`config.mk`:
```
export PLATFORM = sky130hd
export DESIGN_NAME = memory_address_sequencer
export DESIGN_NICKNAME = d
export VERILOG_FILES = /design/src/rtl/memory_address_pkg.sv /design/src/rtl/amode_lookup.sv /design/src/rtl/memory_address_sequencer.sv
export SDC_FILE = /design/constraint.sdc
export NUM_CORES = 1
export LEC_CHECK = 0
export CORE_AREA = 5 5 54 56
export CTS_BUF_LIST = sky130_fd_sc_hd__clkbuf_16
export CTS_CLUSTER_SIZE = 24
export DETAILED_ROUTE_END_ITERATION = 10
export DIE_AREA = 0 0 59 61
export PLACE_DENSITY = 0.71
export SYNTH_ARGS = -nofsm -noshare
export SYNTH_HDL_FRONTEND = slang
export SYNTH_SLANG_ARGS = --single-unit
```
`constraint.sdc`:
```
create_clock -name clk -period 3.2 [get_ports clk]
set_input_delay 0.64 -clock clk [delete_from_list [all_inputs] [get_ports clk]]
set_output_delay 0.64 -clock clk [all_outputs]
set_load 0.05 [all_outputs]
```
`src/rtl/memory_address_pkg.sv`:
```
// Shared phase/address-mode types, default mode masks and a log helper
// for the address-mode sequencer and the disassembler.
package memory_address_pkg;

  typedef enum logic [1:0] {PH_FETCH, PH_DECODE, PH_EXEC} phase_e;
  typedef enum logic [1:0] {AM_PC, AM_REG, AM_DIR, AM_IDX} amode_e;

  localparam int unsigned DEF_CTRL_W   = 3;
  localparam logic [7:0]  DEF_REG_MASK = 8'b0000_0101;
  localparam logic [7:0]  DEF_DIR_MASK = 8'b0111_0000;
  localparam logic [7:0]  DEF_PC_MASK  = 8'b0000_0010;
`ifdef SPAM_AMODE_INDEXED_EN
  localparam logic [7:0]  DEF_IDX_MASK = 8'b1000_0000;
`endif

  function automatic string fAmodeStr(amode_e m);
    case (m)
      AM_PC:   return "pc";
      AM_REG:  return "reg";
      AM_DIR:  return "dir";
      default: return "idx";
    endcase
  endfunction

endpackage

```
`src/rtl/amode_lookup.sv`:
```
// Combinational control-code to address-mode lookup; shared with the
// disassembler. Indexed mode exists only when SPAM_AMODE_INDEXED_EN is defined.
module amode_lookup
  import memory_address_pkg::*;
#(
  parameter int unsigned          CTRL_W   = DEF_CTRL_W,
  parameter logic [2**CTRL_W-1:0] REG_MASK = DEF_REG_MASK,
  parameter logic [2**CTRL_W-1:0] DIR_MASK = DEF_DIR_MASK,
  parameter logic [2**CTRL_W-1:0] PC_MASK  = DEF_PC_MASK
`ifdef SPAM_AMODE_INDEXED_EN
  , parameter logic [2**CTRL_W-1:0] IDX_MASK = DEF_IDX_MASK
`endif
) (
  input  logic [CTRL_W-1:0] code_i,
  output amode_e            amode_o,
  output logic              illegal_o
);

  // Register and direct take priority; a code in no mask falls back to PC.
  always_comb begin
    amode_o   = AM_PC;
    illegal_o = 1'b0;
    if (REG_MASK[code_i])      amode_o = AM_REG;
    else if (DIR_MASK[code_i]) amode_o = AM_DIR;
`ifdef SPAM_AMODE_INDEXED_EN
    else if (IDX_MASK[code_i]) amode_o = AM_IDX;
`endif
    else if (!PC_MASK[code_i]) illegal_o = 1'b1;
  end

endmodule

```
`src/rtl/memory_address_sequencer.sv`:
```
// Fetch/decode/exec sequencer driving registered, one-hot active-low address
// bus enables. Define SPAM_AMODE_INDEXED_EN to add the indexed (MAR+IR) mode.
module memory_address_sequencer
  import memory_address_pkg::*;
#(
  parameter int unsigned          CTRL_W      = DEF_CTRL_W,
  parameter logic [2**CTRL_W-1:0] REG_MASK    = DEF_REG_MASK,
  parameter logic [2**CTRL_W-1:0] DIR_MASK    = DEF_DIR_MASK,
  parameter logic [2**CTRL_W-1:0] PC_MASK     = DEF_PC_MASK,
  parameter int unsigned          EXEC_CYCLES = 1,
  parameter int unsigned          WAIT_STATES = 0,
  parameter int unsigned          LOG         = 1
`ifdef SPAM_AMODE_INDEXED_EN
  , parameter logic [2**CTRL_W-1:0] IDX_MASK  = DEF_IDX_MASK
`endif
) (
  input  logic              clk,
  input  logic              mr,
  input  logic [CTRL_W-1:0] ctrl,
  input  logic              mem_rdy,
  output logic              phaseFetch,
  output logic              phaseDecode,
  output logic              phaseExec,
  output logic              _phaseFetch,
  output logic              _addrmode_pc,
  output logic              _addrmode_register,
  output logic              _addrmode_direct,
`ifdef SPAM_AMODE_INDEXED_EN
  output logic              _addrmode_indexed,
`endif
  output logic              illegal_mode,
  output logic [CTRL_W-1:0] ctrl_q
);

  generate
    if ((REG_MASK & DIR_MASK) != '0) begin : g_err_mask_overlap
      $error("REG_MASK and DIR_MASK overlap");
    end
`ifdef SPAM_AMODE_INDEXED_EN
    if (((REG_MASK | DIR_MASK) & IDX_MASK) != '0) begin : g_err_idx_overlap
      $error("IDX_MASK overlaps REG_MASK or DIR_MASK");
    end
`endif
    if (EXEC_CYCLES < 1 || EXEC_CYCLES > 4) begin : g_err_exec
      $error("EXEC_CYCLES must be 1..4");
    end
    if (WAIT_STATES > 7) begin : g_err_wait
      $error("WAIT_STATES must be 0..7");
    end
    if (LOG > 1) begin : g_err_log
      $error("LOG must be 0 or 1");
    end
  endgenerate

  localparam logic [2:0] WAIT_MAX  = 3'(WAIT_STATES);
  localparam logic [1:0] EXEC_LAST = 2'(EXEC_CYCLES - 1);

  phase_e            state_q, state_d;
  logic [2:0]        wait_q, wait_d;
  logic [1:0]        exec_q, exec_d;
  logic [CTRL_W-1:0] ctrl_d;
  logic              phase_done;

  logic pf_q, pd_q, pe_q, npf_q;
  logic pc_n_q, pc_n_d, reg_n_q, reg_n_d, dir_n_q, dir_n_d;
  logic illegal_q, illegal_d;
`ifdef SPAM_AMODE_INDEXED_EN
  logic idx_n_q, idx_n_d;
`endif

  amode_e lk_amode;
  logic   lk_illegal;

  amode_lookup #(
    .CTRL_W   (CTRL_W),
    .REG_MASK (REG_MASK),
    .DIR_MASK (DIR_MASK),
    .PC_MASK  (PC_MASK)
`ifdef SPAM_AMODE_INDEXED_EN
    , .IDX_MASK (IDX_MASK)
`endif
  ) u_lookup (
    .code_i    (ctrl_d),
    .amode_o   (lk_amode),
    .illegal_o (lk_illegal)
  );

  // A FETCH/EXEC step completes only once the wait count has expired and memory is ready.
  assign phase_done = (wait_q == WAIT_MAX) && mem_rdy;

  always_comb begin
    state_d = state_q;
    wait_d  = wait_q;
    exec_d  = exec_q;
    ctrl_d  = ctrl_q;
    unique case (state_q)
      PH_FETCH: begin
        if (phase_done) begin
          state_d = PH_DECODE;
          wait_d  = '0;
          ctrl_d  = ctrl;
        end else if (wait_q != WAIT_MAX) begin
          wait_d = wait_q + 3'd1;
        end
      end
      PH_DECODE: begin
        state_d = PH_EXEC;
        wait_d  = '0;
        exec_d  = '0;
      end
      PH_EXEC: begin
        if (phase_done) begin
          wait_d = '0;
          if (exec_q == EXEC_LAST) begin
            state_d = PH_FETCH;
            exec_d  = '0;
          end else begin
            exec_d = exec_q + 2'd1;
          end
        end else if (wait_q != WAIT_MAX) begin
          wait_d = wait_q + 3'd1;
        end
      end
      default: state_d = PH_FETCH;
    endcase
  end

  // Enables are decoded from the next state so they switch on the same edge as the phase.
  always_comb begin
    pc_n_d    = 1'b1;
    reg_n_d   = 1'b1;
    dir_n_d   = 1'b1;
    illegal_d = 1'b0;
`ifdef SPAM_AMODE_INDEXED_EN
    idx_n_d   = 1'b1;
`endif
    if (state_d == PH_FETCH) begin
      pc_n_d = 1'b0;
    end else begin
      illegal_d = lk_illegal;
      case (lk_amode)
        AM_REG:  reg_n_d = 1'b0;
        AM_DIR:  dir_n_d = 1'b0;
`ifdef SPAM_AMODE_INDEXED_EN
        AM_IDX:  idx_n_d = 1'b0;
`endif
        default: pc_n_d  = 1'b0;
      endcase
    end
  end

  always_ff @(posedge clk) begin
    if (mr) begin
      state_q   <= PH_FETCH;
      wait_q    <= '0;
      exec_q    <= '0;
      ctrl_q    <= '0;
      pf_q      <= 1'b1;
      pd_q      <= 1'b0;
      pe_q      <= 1'b0;
      npf_q     <= 1'b0;
      pc_n_q    <= 1'b0;
      reg_n_q   <= 1'b1;
      dir_n_q   <= 1'b1;
      illegal_q <= 1'b0;
`ifdef SPAM_AMODE_INDEXED_EN
      idx_n_q   <= 1'b1;
`endif
    end else begin
      state_q   <= state_d;
      wait_q    <= wait_d;
      exec_q    <= exec_d;
      ctrl_q    <= ctrl_d;
      pf_q      <= (state_d == PH_FETCH);
      pd_q      <= (state_d == PH_DECODE);
      pe_q      <= (state_d == PH_EXEC);
      npf_q     <= (state_d != PH_FETCH);
      pc_n_q    <= pc_n_d;
      reg_n_q   <= reg_n_d;
      dir_n_q   <= dir_n_d;
      illegal_q <= illegal_d;
`ifdef SPAM_AMODE_INDEXED_EN
      idx_n_q   <= idx_n_d;
`endif
    end
  end

  assign phaseFetch         = pf_q;
  assign phaseDecode        = pd_q;
  assign phaseExec          = pe_q;
  assign _phaseFetch        = npf_q;
  assign _addrmode_pc       = pc_n_q;
  assign _addrmode_register = reg_n_q;
  assign _addrmode_direct   = dir_n_q;
  assign illegal_mode       = illegal_q;
`ifdef SPAM_AMODE_INDEXED_EN
  assign _addrmode_indexed  = idx_n_q;
`endif

endmodule

```
# Word level (Yosys, flattened, before mapping)
# Memory sizes are Yosys's and may differ from the RTL's.
# Cells that the tools add are included.
# W data, S select, Z words.
dict set report classes {
  add_sub_neg 2
  order_cmp 1
  eq_ne 8
  n_mux 21
  n_reduce_logical 15
}
# cell count
set op_table {}
lappend op_table {{$mux W2} 7}
lappend op_table {{$mux W3} 4}
lappend op_table {{$mux W1} 7}
lappend op_table {{$eq A2 B1 Y1 const B} 3}
lappend op_table {{$eq A2 B2 Y1 const B} 3}
lappend op_table {{$logic_not A2 Y1} 3}
lappend op_table {{$pmux W2 S3} 1}
lappend op_table {{$pmux W3 S2} 1}
lappend op_table {{$reduce_bool A2 Y1} 3}
lappend op_table {{$reduce_or A2 Y1} 3}
lappend op_table {{$lt A3 B4 Y1 const B} 1}
lappend op_table {{$pmux W2 S2} 1}
lappend op_table {{$reduce_and A2 Y1} 2}
lappend op_table {{$reduce_or A4 Y1} 1}
lappend op_table {{$add A3 B1 Y3 const B} 1}
lappend op_table {{$logic_not A3 Y1} 1}
lappend op_table {{$ne A3 B1 Y1 const B} 1}
lappend op_table {{$reduce_bool A3 Y1} 1}
lappend op_table {{$add A2 B1 Y2 const B} 1}
lappend op_table {{$ne A2 B2 Y1 const B} 1}
lappend op_table {{$logic_and A1 B1 Y1} 1}
dict set report word_totals {
  reg_bits 18
  mem_bits_ro 24
  wordCells 62
  memories 3
}
# name words width read_ports rd_clocked_by_memory_dff write_ports line
set memory_table {}
lappend memory_table {{(name not given)} 8 1 1 0 0 amode_lookup.sv:28} ;# else if (!PC_MASK[code_i]) illegal_o = 1'b1;
lappend memory_table {{(name not given)} 8 1 1 0 0 amode_lookup.sv:23} ;# if (REG_MASK[code_i]) amode_o = AM_REG;
lappend memory_table {{(name not given)} 8 1 1 0 0 amode_lookup.sv:24} ;# else if (DIR_MASK[code_i]) amode_o = AM_DIR;

# Depth between registers and ports, before layout
# Gate-level depths: netlist (run 1).
dict set report depth {
  ltp_word 11
  mapped_depth 6
  ltp_nobuf 5
}

# Modules after synthesis
# From an unflattened synthesis (run 1), not the netlist that was laid out.
dict set report unflattened {
  cells_unflattened 93
  hier_area_um2 885.8
}
# mod instances cells_each area_per_inst_um2
set modules_own_cells {}
lappend modules_own_cells {memory_address_sequencer 1 90 864.6}
lappend modules_own_cells {amode_lookup 1 3 21.3}

# Worst setup path before layout (run 1)
# OpenSTA, ideal clock, no wires.
dict set report synth_timing {
  path_kind {input to register}
  start {input mem_rdy}
  end {register dir_n_q, in the netlist _addrmode_direct}
  setup_time_ns 0.122
  arrival_ns 1.273
  required_ns 3.078
  slack_ns 1.806
  cell_stages 4
  path_buffers 1
  cell_sequence {and3b_1 -> buf_4 -> nand4_1 -> a221o_1}
}
dict set report synth_between {
  elab_chain_len 9
}
# element line
set synth_lines {}
lappend synth_lines {{start, declared} memory_address_sequencer.sv:20} ;# input logic mem_rdy,
lappend synth_lines {{$logic_and A1 B1 Y1 (*)} memory_address_sequencer.sv:89} ;# assign phase_done = (wait_q == WAIT_MAX) && mem_rdy;
lappend synth_lines {{$mux W3} memory_address_sequencer.sv:98} ;# if (phase_done) begin
lappend synth_lines {{$mux W3} memory_address_sequencer.sv:96} ;# unique case (state_q)
lappend synth_lines {{$mem_v2 Z8 W1} -}
lappend synth_lines {{$mux W1 (implied by the code)} amode_lookup.sv:24}
lappend synth_lines {{$mux W2} amode_lookup.sv:24}
lappend synth_lines {{$mux W2} amode_lookup.sv:23}
lappend synth_lines {{$eq A2 B2 Y1} memory_address_sequencer.sv:141} ;# case (lk_amode)
lappend synth_lines {{$mux W1} memory_address_sequencer.sv:141}
lappend synth_lines {{end signal, assigned} memory_address_sequencer.sv:180} ;# dir_n_q <= dir_n_d;
lappend synth_lines {{end, declared} memory_address_sequencer.sv:65} ;# logic pc_n_q, pc_n_d, reg_n_q, reg_n_d, dir_n_q, dir_n_d;
# Every way passes the cells marked *; elsewhere a longest branch is shown, timed or not. The select of a mux whose other input is x is not followed.
# A chain may end at the register's enable or synchronous reset.

# Worst setup path after layout (run 1)
dict set report layout_timing {
  start {register ctrl_q[0]}
  end {output ctrl_q[0]}
}
# element line
set layout_rtl {}
lappend layout_rtl {{start, declared} memory_address_sequencer.sv:32} ;# output logic [CTRL_W-1:0] ctrl_q
lappend layout_rtl {{start signal, assigned} memory_address_sequencer.sv:173} ;# ctrl_q <= ctrl_d;
# No word-level cell between the ends.

==> results of run 1 <==
## layer usage
layer	vias up	share of wire, %
met5	-	0
li1	385	-
met3	5	3.9
met1	335	43
met4	0	3.9
met2	21	49
## path summary, 6_finish.rpt
| check | slack, ps | startpoint | end | cells past startpoint |
|---|---|---|---|---|
| min reg2reg | 500 | wait_q[1]$_SDFFE_PP0P_ | wait_q[1]$_SDFFE_PP0P_ | 2 |
| max | 1090 | ctrl_q[0]$_SDFF_PP0_ | ctrl_q[0] | 1 |
| min | 500 | wait_q[1]$_SDFFE_PP0P_ | wait_q[1]$_SDFFE_PP0P_ | 2 |
| max reg2reg | 1550 | wait_q[0]$_SDFFE_PP0P_ | _addrmode_direct$_SDFF_PP1_ | 5 |
## cells in the mapped netlist (2+ instances only)
master	number
nand4b_1	2
a21oi_1	11
a31oi_1	2
nor3_1	3
nand2_1	6
inv_1	8
nand4_1	3
nand3_1	4
o21ai_0	6
ha_1	4
buf_2	2
dfxtp_1	18
o211ai_1	5
buf_6	3
## report_power, final
part           switching (mW)  total [mW]  internal (mW)  leakage, nW
clock network          0.0828       0.249          0.166       0.0385
registers             0.00885       0.245          0.236        0.147
logic                  0.0677       0.102         0.0347        0.213
## registers in the layout, summed over array words and instances, names as in the netlist, 2 cells and up
| signal | cells |
|---|---|
| state_q | 2 |
| wait_q | 3 |
| ctrl_q | 3 |
| exec_q | 2 |
## stage by stage
stage / total power, mW / hold slack, ps / instance area [sq um] / utilization, % / setup WS (ps)
2_1_floorplan: 0.325 / 467 / 865 / - / 1810
3_3_place_gp: 0.351 / 487 / 1010 / 42.2 / 1050
3_5_place_dp: 0.352 / 490 / 1010 / 42.2 / 1010
4_1_cts: 0.602 / 500 / 1090 / 45.5 / 1090
5_1_grt: 0.622 / 520 / 1090 / 45.5 / 1040
6_report: 0.597 / 501 / 1090 / 45.5 / 1090
## kinds of logic (layout without fill, tap and decap cells)
logic type	count (synthesis)	after routing	synth area share, %
compound gates	32	32	23.9
simple gates	28	28	18.8
flops	18	18	41.7
buf+inv	15	28	9.84
fa+ha+maj	4	4	5.79
## placed cells by master (no fill, tap or decap), types with 2 or more instances in the layout
cell	netlist	final
clkdlybuf4s50_1	0	16
nand4b_1	2	2
o211ai_1	5	5
nand3_1	4	4
inv_1	8	8
o21ai_0	6	6
a31oi_1	2	2
clkbuf_16	0	3
nor3_1	3	3
nand2_1	6	6
a21oi_1	11	11
nand4_1	3	3
ha_1	4	4
dfxtp_1	18	18
## final cells by class
type                    instances  area (sq um)
fillers                       242          1300
inverters                       8          30.0
multi-input cells              64           419
clock buffers                   3          75.1
flip-flops and latches         18           360
clock inverters                 1          3.75
repair buffers                 16           160
well taps                      30          37.5
==> run summary, run 1 <==
Mapped Cells -> 97
Worst Path Max Fanout -> 5
Setup Skew -> 1.91 ps
first-pass GRT wire length -> 2.96 mm
cell area after synthesis -> 865 sq um
buffers and inverters on the worst path -> 1
met1 Use GR -> 13.5%
final WL -> 1.77 mm
Worst Max-Slew Pin Slew -> 503 ps
vias -> 746
# Post-CTS Setup Buffers -> 0
cts bufs inserted -> 3
number of synthesized flops with an enable pin -> 0
critical path data required time -> 2560 ps
Synth cell types -> 34
Worst Hold Class -> flop to flop
share of layout cells above drive strength 1 -> 4.55%
leakage -> 0.399 nW
Vias/cell -> 5.33
clk sinks -> 18
detailed placer's ending HPWL -> 1.29 mm
Placer Congestion -> 0.818
GRT busiest layer -> met2
clock-pin slew on the worst setup and hold paths -> 50 ps
met3 GRT Util -> 1.91%
Max Cap Viol -> 0
predominant post-synthesis flop cell -> dfxtp_1
largest net degree at the start of global routing -> 15
cell taking the most area after synthesis -> dfxtp_1
post-route DRC violation count -> 0
CP cell instances -> clkdlybuf4s50_1
H-tree depth -> 1
I/O Buffers -> 16
syn_nets -> 107
element type at the critical path end -> output port
Chip Width -> 59 um
initial antenna violation count -> 0
power per cell area -> 549 nW/um^2
Worst Setup Start Kind -> flop
Die ar. -> 3600 sq um
status -> finished clean
asr flop ratio synth -> 0%
WL/cell -> 12.7 um
share of the synthesized area in the top cell type -> 41.7%
CP max-delay cell -> clkdlybuf4s50_1
RSZ-0062 raised after global routing -> no
# hold bufs at CTS -> 0
sequential fraction of the synthesis area -> 41.7%
Cell Rows -> 18
DRT Pass-1 Iters -> 4
Finished Layout Cells -> 140
synth warn -> 0
peak supply drop -> 329 uV
kind of cell adding the most delay to the critical path -> buffers and inverters
Core Area -> 2390 sq um
Max Fclk -> 474 MHz
Relative slew margins -> 66.4%
GR Util met2 -> 17.4%
average cell area after synthesis -> 8.91 sq um
CP peak stage delay -> 830 ps
Die Ht -> 61 um
vias in the first global route -> 663
Remaining Overflow, GRT -> 0
GRT Total Usage -> 11.3%
Crit Path Class -> flop to output port
io pins -> 17
synth top area cells -> dfxtp_1 (42%), a21oi_1 (6.4%), ha_1 (5.8%)
Synth Register Bits -> 18
Area growth, synth to finish -> 25.6%
min Tclk post-route -> 2110 ps
clk root buf -> clkbuf_16
CP Data Arrival Time -> 1470 ps
final-report hold violation count -> 0
initial DRC count -> 20
post_cts resized -> 0
CTS tree -> built
placed insts -> 136
antenna-violating nets left -> 0
Post-layout nets -> 121
final worst-path cycle share -> 65.9%
Final Max Tran Viols -> 0
ant diodes -> 0
Initial Util -> 36.2%
Setup TNS Final -> 0 ps
Worst-Skew Late Latency -> 250 ps
final setup fails -> 0
Max Buffers Root-to-Sink -> 2
Power figures use the tool's default switching activity.
==> run 2, diff against run 1 <==
--- a/config.mk
+++ b/config.mk
@@ -10,7 +10,7 @@
 export CTS_CLUSTER_SIZE = 24
 export DETAILED_ROUTE_END_ITERATION = 10
 export DIE_AREA = 0 0 59 61
-export PLACE_DENSITY = 0.71
+export PLACE_DENSITY = 0.73
 export SYNTH_ARGS = -nofsm -noshare
 export SYNTH_HDL_FRONTEND = slang
 export SYNTH_SLANG_ARGS = --single-unit
==> constraint.sdc (replaced) <==
create_clock -name clk -period 1.73 [get_ports clk]
set_input_delay 0.346 -clock clk [delete_from_list [all_inputs] [get_ports clk]]
set_output_delay 0.346 -clock clk [all_outputs]
set_load 0.05 [all_outputs]
==> run summary, run 2 (same netlist as run 1, synthesis figures left out) <==
status -> finished clean
commonest non-fill, non-tap cell in the layout -> dfxtp_1
Max Buffers Root-to-Sink -> 2 (unchanged)
largest net degree at the start of global routing -> 13 (-2)
DRT Pass-1 Iters -> 4 (unchanged)
detailed placer's ending HPWL -> 1.46 mm (+13%)
first-pass GRT wire length -> 3.16 mm (+6.8%)
power per cell area -> 1020 nW/um^2 (+85%)
leakage -> 0.437 nW (+9.5%)
placed insts -> 141 (+3.7%)
Relative slew margins -> 73.5% (+7.1 points)
critical path data required time -> 1840 ps (-720 ps)
CP Data Arrival Time -> 1690 ps (+220 ps)
Reg2Reg Setup Slack -> 180 ps (-1370 ps)
GRT Total Usage -> 11.7% (+0.41 points)
clk sinks -> 18 (unchanged)
Setup Skew -> 1.97 ps (+0.0563 ps)
# hold bufs at CTS -> 0 (unchanged)
FILL cells -> 235 (-2.9%)
share of layout cells above drive strength 1 -> 18.3% (+14 points)
initial DRC count -> 20 (unchanged)
CP peak stage delay -> 540 ps (-290 ps)
Worst Setup Start Kind -> primary input
initial antenna violation count -> 0 (unchanged)
most frequent cells in the layout -> dfxtp_1 (18), buf_4 (16), a21oi_1 (11)
Vias/cell -> 5.50 (+3.2%)
Area growth, synth to finish -> 26.8%
vias in the first global route -> 756 (+14%)
clock-pin slew on the worst setup and hold paths -> 50 ps (about the same)
Remaining Overflow, GRT -> 0 (unchanged)
antenna-violating nets left -> 0 (unchanged)
post_cts resized -> 0 (unchanged)
Cell Rows -> 18 (unchanged)
Die ar. -> 3600 sq um (unchanged)
buffers and inverters on the worst path -> 1 (unchanged)
Core Area -> 2390 sq um (unchanged)
I/O Buffers -> 16 (unchanged)
final-report hold violation count -> 0 (unchanged)
Crit Path Class -> primary input to flop
CP cell instances -> clkdlybuf4s50_1 -> nand3b_1 -> nor4_1 -> o211ai_1
final worst-path cycle share -> 91.5%
H-tree depth -> 1 (unchanged)
Max Fclk -> 632 MHz
kind of cell adding the most delay to the critical path -> simple AND/OR/NAND/NOR gates
Worst-Skew Late Latency -> 250 ps (about the same)
final setup fails -> 0 (unchanged)
Max Cap Viol -> 0 (unchanged)
io pins -> 17 (unchanged)
min Tclk post-route -> 1580 ps
Chip Width -> 59 um (unchanged)
Placer Congestion -> 0.864 (+5.6%)
final WL -> 1.97 mm (+11%)
Initial Util -> 36.2% (unchanged)
CP max-delay cell -> clkdlybuf4s50_1
Final WS setup -> 148 ps (-945 ps)
cts bufs inserted -> 3 (unchanged)
peak supply drop -> 557 uV (+69%)
vias -> 797 (+6.8%)
Post-layout nets -> 126 (+4.1%)
element type at the critical path end -> flop
pre-CTS setup slack -> -52.2 ps (-1060 ps)
ant diodes -> 0 (unchanged)
Regs by FF count -> ctrl_q x3, wait_q x3
WL/cell -> 13.6 um (+7.5%)
Design Area, Final -> 1100 sq um (+0.92%)
RSZ-0062 raised after global routing -> no
Worst Hold Class -> flop to flop
CTS tree -> built
Final Max Tran Viols -> 0 (unchanged)
Cell Area, Placed -> 1020 sq um (+0.99%)
Worst Max-Slew Pin Slew -> 397 ps (-106 ps)
Finished Layout Cells -> 145 (+3.6%)
clk root buf -> clkbuf_16
total power -> 1.12 mW (+87%)
# Post-CTS Setup Buffers -> 0 (unchanged)
post-route DRC violation count -> 0 (unchanged)
Die Ht -> 61 um (unchanged)
Worst Path Max Fanout -> 8 (+3)
==> run 2: worst paths after layout <==
kind	start	to	cells past startpoint
worst min register to register	exec_q[0]$_SDFFE_PP0P_	exec_q[0]$_SDFFE_PP0P_	2
worst max register to register	wait_q[0]$_SDFFE_PP0P_	_addrmode_register$_SDFF_PP1_	5
worst min-delay path	exec_q[0]$_SDFFE_PP0P_	exec_q[0]$_SDFFE_PP0P_	2
worst max-delay path	mem_rdy	_addrmode_register$_SDFF_PP1_	4
==> run 2: worst reg2reg max path, cell delays in order (launching register included) <==
cell and delay [ps]:
dfxtp_1 320, inv_1 80, ha_1 220, nand3b_1 250
nor4_1 400, o211ai_1 160
==> run 2: final cells by class <==
class	count	area [sq um]	share of cell area, %
repair buffers	21	170	15.5
clock inverters	1	3.75	0.342
inverters	8	30.0	2.74
flip-flops and latches	18	360	32.9
multi-input cells	64	419	38.2
well taps	30	37.5	3.42
clock buffers	3	75.1	6.85
==> run 2: stage by stage <==
| step | hold WS [ps] | util, % | TNS, ps |
|---|---|---|---|
| 2_1_floorplan | 424 | - | 0 |
| 3_3_place_gp | 482 | 42.6 | -56.6 |
| 3_5_place_dp | 488 | 42.6 | -220 |
| 4_1_cts | 495 | 45.9 | 0 |
| 5_1_grt | 526 | 45.9 | 0 |
| 6_report | 493 | 45.9 | 0 |
==> run 2: metal layers <==
layer | GRT usage [%] | up-vias | share of wire, %
met3 | 1.49 | 5 | 3.0
met4 | 7.77 | 0 | 3.0
met5 | 0 | - | 0
met2 | 21.5 | 16 | 52
met1 | 12.4 | 384 | 42
li1 | - | 392 | -
==> run 2: report_power, final <==
| group | switching, mW | internal (mW) | total (mW) |
|---|---|---|---|
| clock | 0.159 | 0.308 | 0.467 |
| combinational | 0.130 | 0.0650 | 0.195 |
| sequential | 0.0173 | 0.437 | 0.454 |
==> run 3, diff against run 2 <==
--- a/config.mk
+++ b/config.mk
@@ -10,7 +10,8 @@
 export CTS_CLUSTER_SIZE = 24
 export DETAILED_ROUTE_END_ITERATION = 10
 export DIE_AREA = 0 0 59 61
-export PLACE_DENSITY = 0.73
+export MAX_ROUTING_LAYER = met4
+export PLACE_DENSITY = 0.71
 export SYNTH_ARGS = -nofsm -noshare
 export SYNTH_HDL_FRONTEND = slang
 export SYNTH_SLANG_ARGS = --single-unit
==> constraint.sdc (replaced) <==
create_clock -name clk -period 1.8 [get_ports clk]
set_input_delay 0.36 -clock clk [delete_from_list [all_inputs] [get_ports clk]]
set_output_delay 0.36 -clock clk [all_outputs]
set_load 0.05 [all_outputs]
==> run summary, run 3 (same netlist as run 1, synthesis figures left out) <==
CTS tree -> built
clk root buf -> clkbuf_16
WL/cell -> 13.4 um (-1.5%)
Post-layout nets -> 123 (-2.4%)
final WL -> 1.91 mm (-3.5%)
min Tclk post-route -> 1610 ps
element type at the critical path end -> flop
critical path data required time -> 1930 ps (+90 ps)
CP peak stage delay -> 550 ps (about the same)
Cell Area, Placed -> 995 sq um (-2.2%)
Die Ht -> 61 um (unchanged)
CP max-delay cell -> clkdlybuf4s50_1
internal cell power -> 0.774 mW (-4.5%)
Final Max Tran Viols -> 0 (unchanged)
CP Data Arrival Time -> 1740 ps (+50 ps)
I/O Buffers -> 16 (unchanged)
Switching Share -> 27.1% (-0.37 points)
Max Fclk -> 621 MHz
initial DRC count -> 32 (+60%)
clk sinks -> 18 (unchanged)
final setup fails -> 0 (unchanged)
Setup Skew -> 1.36 ps (-0.606 ps)
post_cts resized -> 0 (unchanged)
post-route DRC violation count -> 0 (unchanged)
GRT Total Usage -> 12.3% (+0.63 points)
clock-pin slew on the worst setup and hold paths -> 50 ps (about the same)
largest net degree at the start of global routing -> 13 (unchanged)
Vias/cell -> 5.48 (-0.32%)
Relative slew margins -> 71.7% (-1.8 points)
Core Area -> 2390 sq um (unchanged)
Cell Rows -> 18 (unchanged)
Psw -> 0.287 mW (-6.2%)
final-report hold violation count -> 0 (unchanged)
Setup TNS Final -> 0 ps (unchanged)
final worst-path cycle share -> 89.4%
Max Buffers Root-to-Sink -> 2 (unchanged)
Reg2Reg Setup Slack -> 230 ps (+50 ps)
power share of the sequential group -> 41.1% (+0.4 points)
Initial Util -> 36.2% (unchanged)
pre-CTS setup slack -> -31.6 ps (+20.6 ps)
WHS -> 502 ps (+8.40 ps)
total power -> 1.06 mW (-5.0%)
commonest non-fill, non-tap cell in the layout -> dfxtp_1
power per cell area -> 988 nW/um^2 (-3.0%)
Chip Width -> 59 um (unchanged)
vias in the first global route -> 735 (-2.8%)
CP cell instances -> clkdlybuf4s50_1 -> and3b_1 -> nand4_1 -> a221o_1
Worst Setup Start Kind -> primary input
Worst Max-Slew Pin Slew -> 424 ps (+27.0 ps)
DRT Pass-1 Iters -> 4 (unchanged)
io pins -> 17 (unchanged)
detailed placer's ending HPWL -> 1.35 mm (-7.4%)
ant diodes -> 0 (unchanged)
Final WS setup -> 191 ps (+43.1 ps)
Clk network pwr share -> 41.8% (about the same)
status -> finished clean
first-pass GRT wire length -> 3.26 mm (+3.0%)
initial antenna violation count -> 0 (unchanged)
antenna-violating nets left -> 0 (unchanged)
Worst Hold Class -> flop to flop
Max Cap Viol -> 0 (unchanged)
RSZ-0062 raised after global routing -> no
# hold bufs at CTS -> 0 (unchanged)
vias -> 778 (-2.4%)
Die ar. -> 3600 sq um (unchanged)
Placer Congestion -> 0.841 (-2.6%)
peak supply drop -> 568 uV (+2.0%)
Crit Path Class -> primary input to flop
# Post-CTS Setup Buffers -> 0 (unchanged)
H-tree depth -> 1 (unchanged)
Regs by FF count -> ctrl_q x3, wait_q x3
Worst-Skew Late Latency -> 250 ps (about the same)
Worst Path Max Fanout -> 9 (+1)
Remaining Overflow, GRT -> 0 (unchanged)
leakage -> 0.423 nW (-3.3%)
most frequent cells in the layout -> dfxtp_1 (18), buf_4 (13), a21oi_1 (11)
Comb pwr share -> 17.1% (-0.3 points)
Design Area, Final -> 1070 sq um (-2.1%)
share of layout cells above drive strength 1 -> 16.1% (-2.2 points)
Area growth, synth to finish -> 24.2%
cts bufs inserted -> 3 (unchanged)
==> run 3: changes by cell type in the layout (fill, tap and decap cells not counted), sizes merged <==
| cell | previous run | this run |
|---|---|---|
| buf | 16 | 13 |
==> run 3: final timing paths <==
check                         start                     endpoint  depth (start not counted)
max                         mem_rdy  _addrmode_direct$_SDFF_PP1_                          4
min          wait_q[0]$_SDFFE_PP0P_       wait_q[0]$_SDFFE_PP0P_                          2
max reg2reg  wait_q[0]$_SDFFE_PP0P_  _addrmode_direct$_SDFF_PP1_                          5
min reg2reg  wait_q[0]$_SDFFE_PP0P_       wait_q[0]$_SDFFE_PP0P_                          2
==> run 3: metal layers <==
metal	track usage, %	wire length, um	part of all wire, %	vias up
met4	8.74	66	3.5	0
li1	-	-	-	387
met3	0.851	76	4.0	7
met1	14.3	829	44	363
met5	-	0	0	-
met2	20.0	932	49	21
==> run 3: worst max-delay path, delay by kind of cell <==
kind	cells	cell delay (ps)
compound gates	1	310
buf+inv	1	550
simple gates	2	520
==> run 3: power groups by stage <==
stage,registers (mW),clock network (mW),logic [mW]
6_report,0.436,0.443,0.181
5_1_grt,0.438,0.462,0.195
4_1_cts,0.435,0.455,0.181
3_5_place_dp,0.444,0,0.180
3_3_place_gp,0.444,0,0.180
2_1_floorplan,0.501,0,0.0757
==> run 3: through the flow <==
step | instances | util [%]
after floorplan | 97 | -
after global placement | 138 | 41.7
after detailed placement | 138 | 41.7
after CTS | 142 | 45.0
after global routing | 142 | 45.0
final | 142 | 45.0
==> run 3: final cells by class <==
cell class	instances	area [sq um]
clock buffer	3	75.1
clock inverter	1	3.75
fill	245	1310
inverter	8	30.0
multi-input combinational	64	419
sequential	18	360
tap	30	37.5
timing repair buffer	18	148
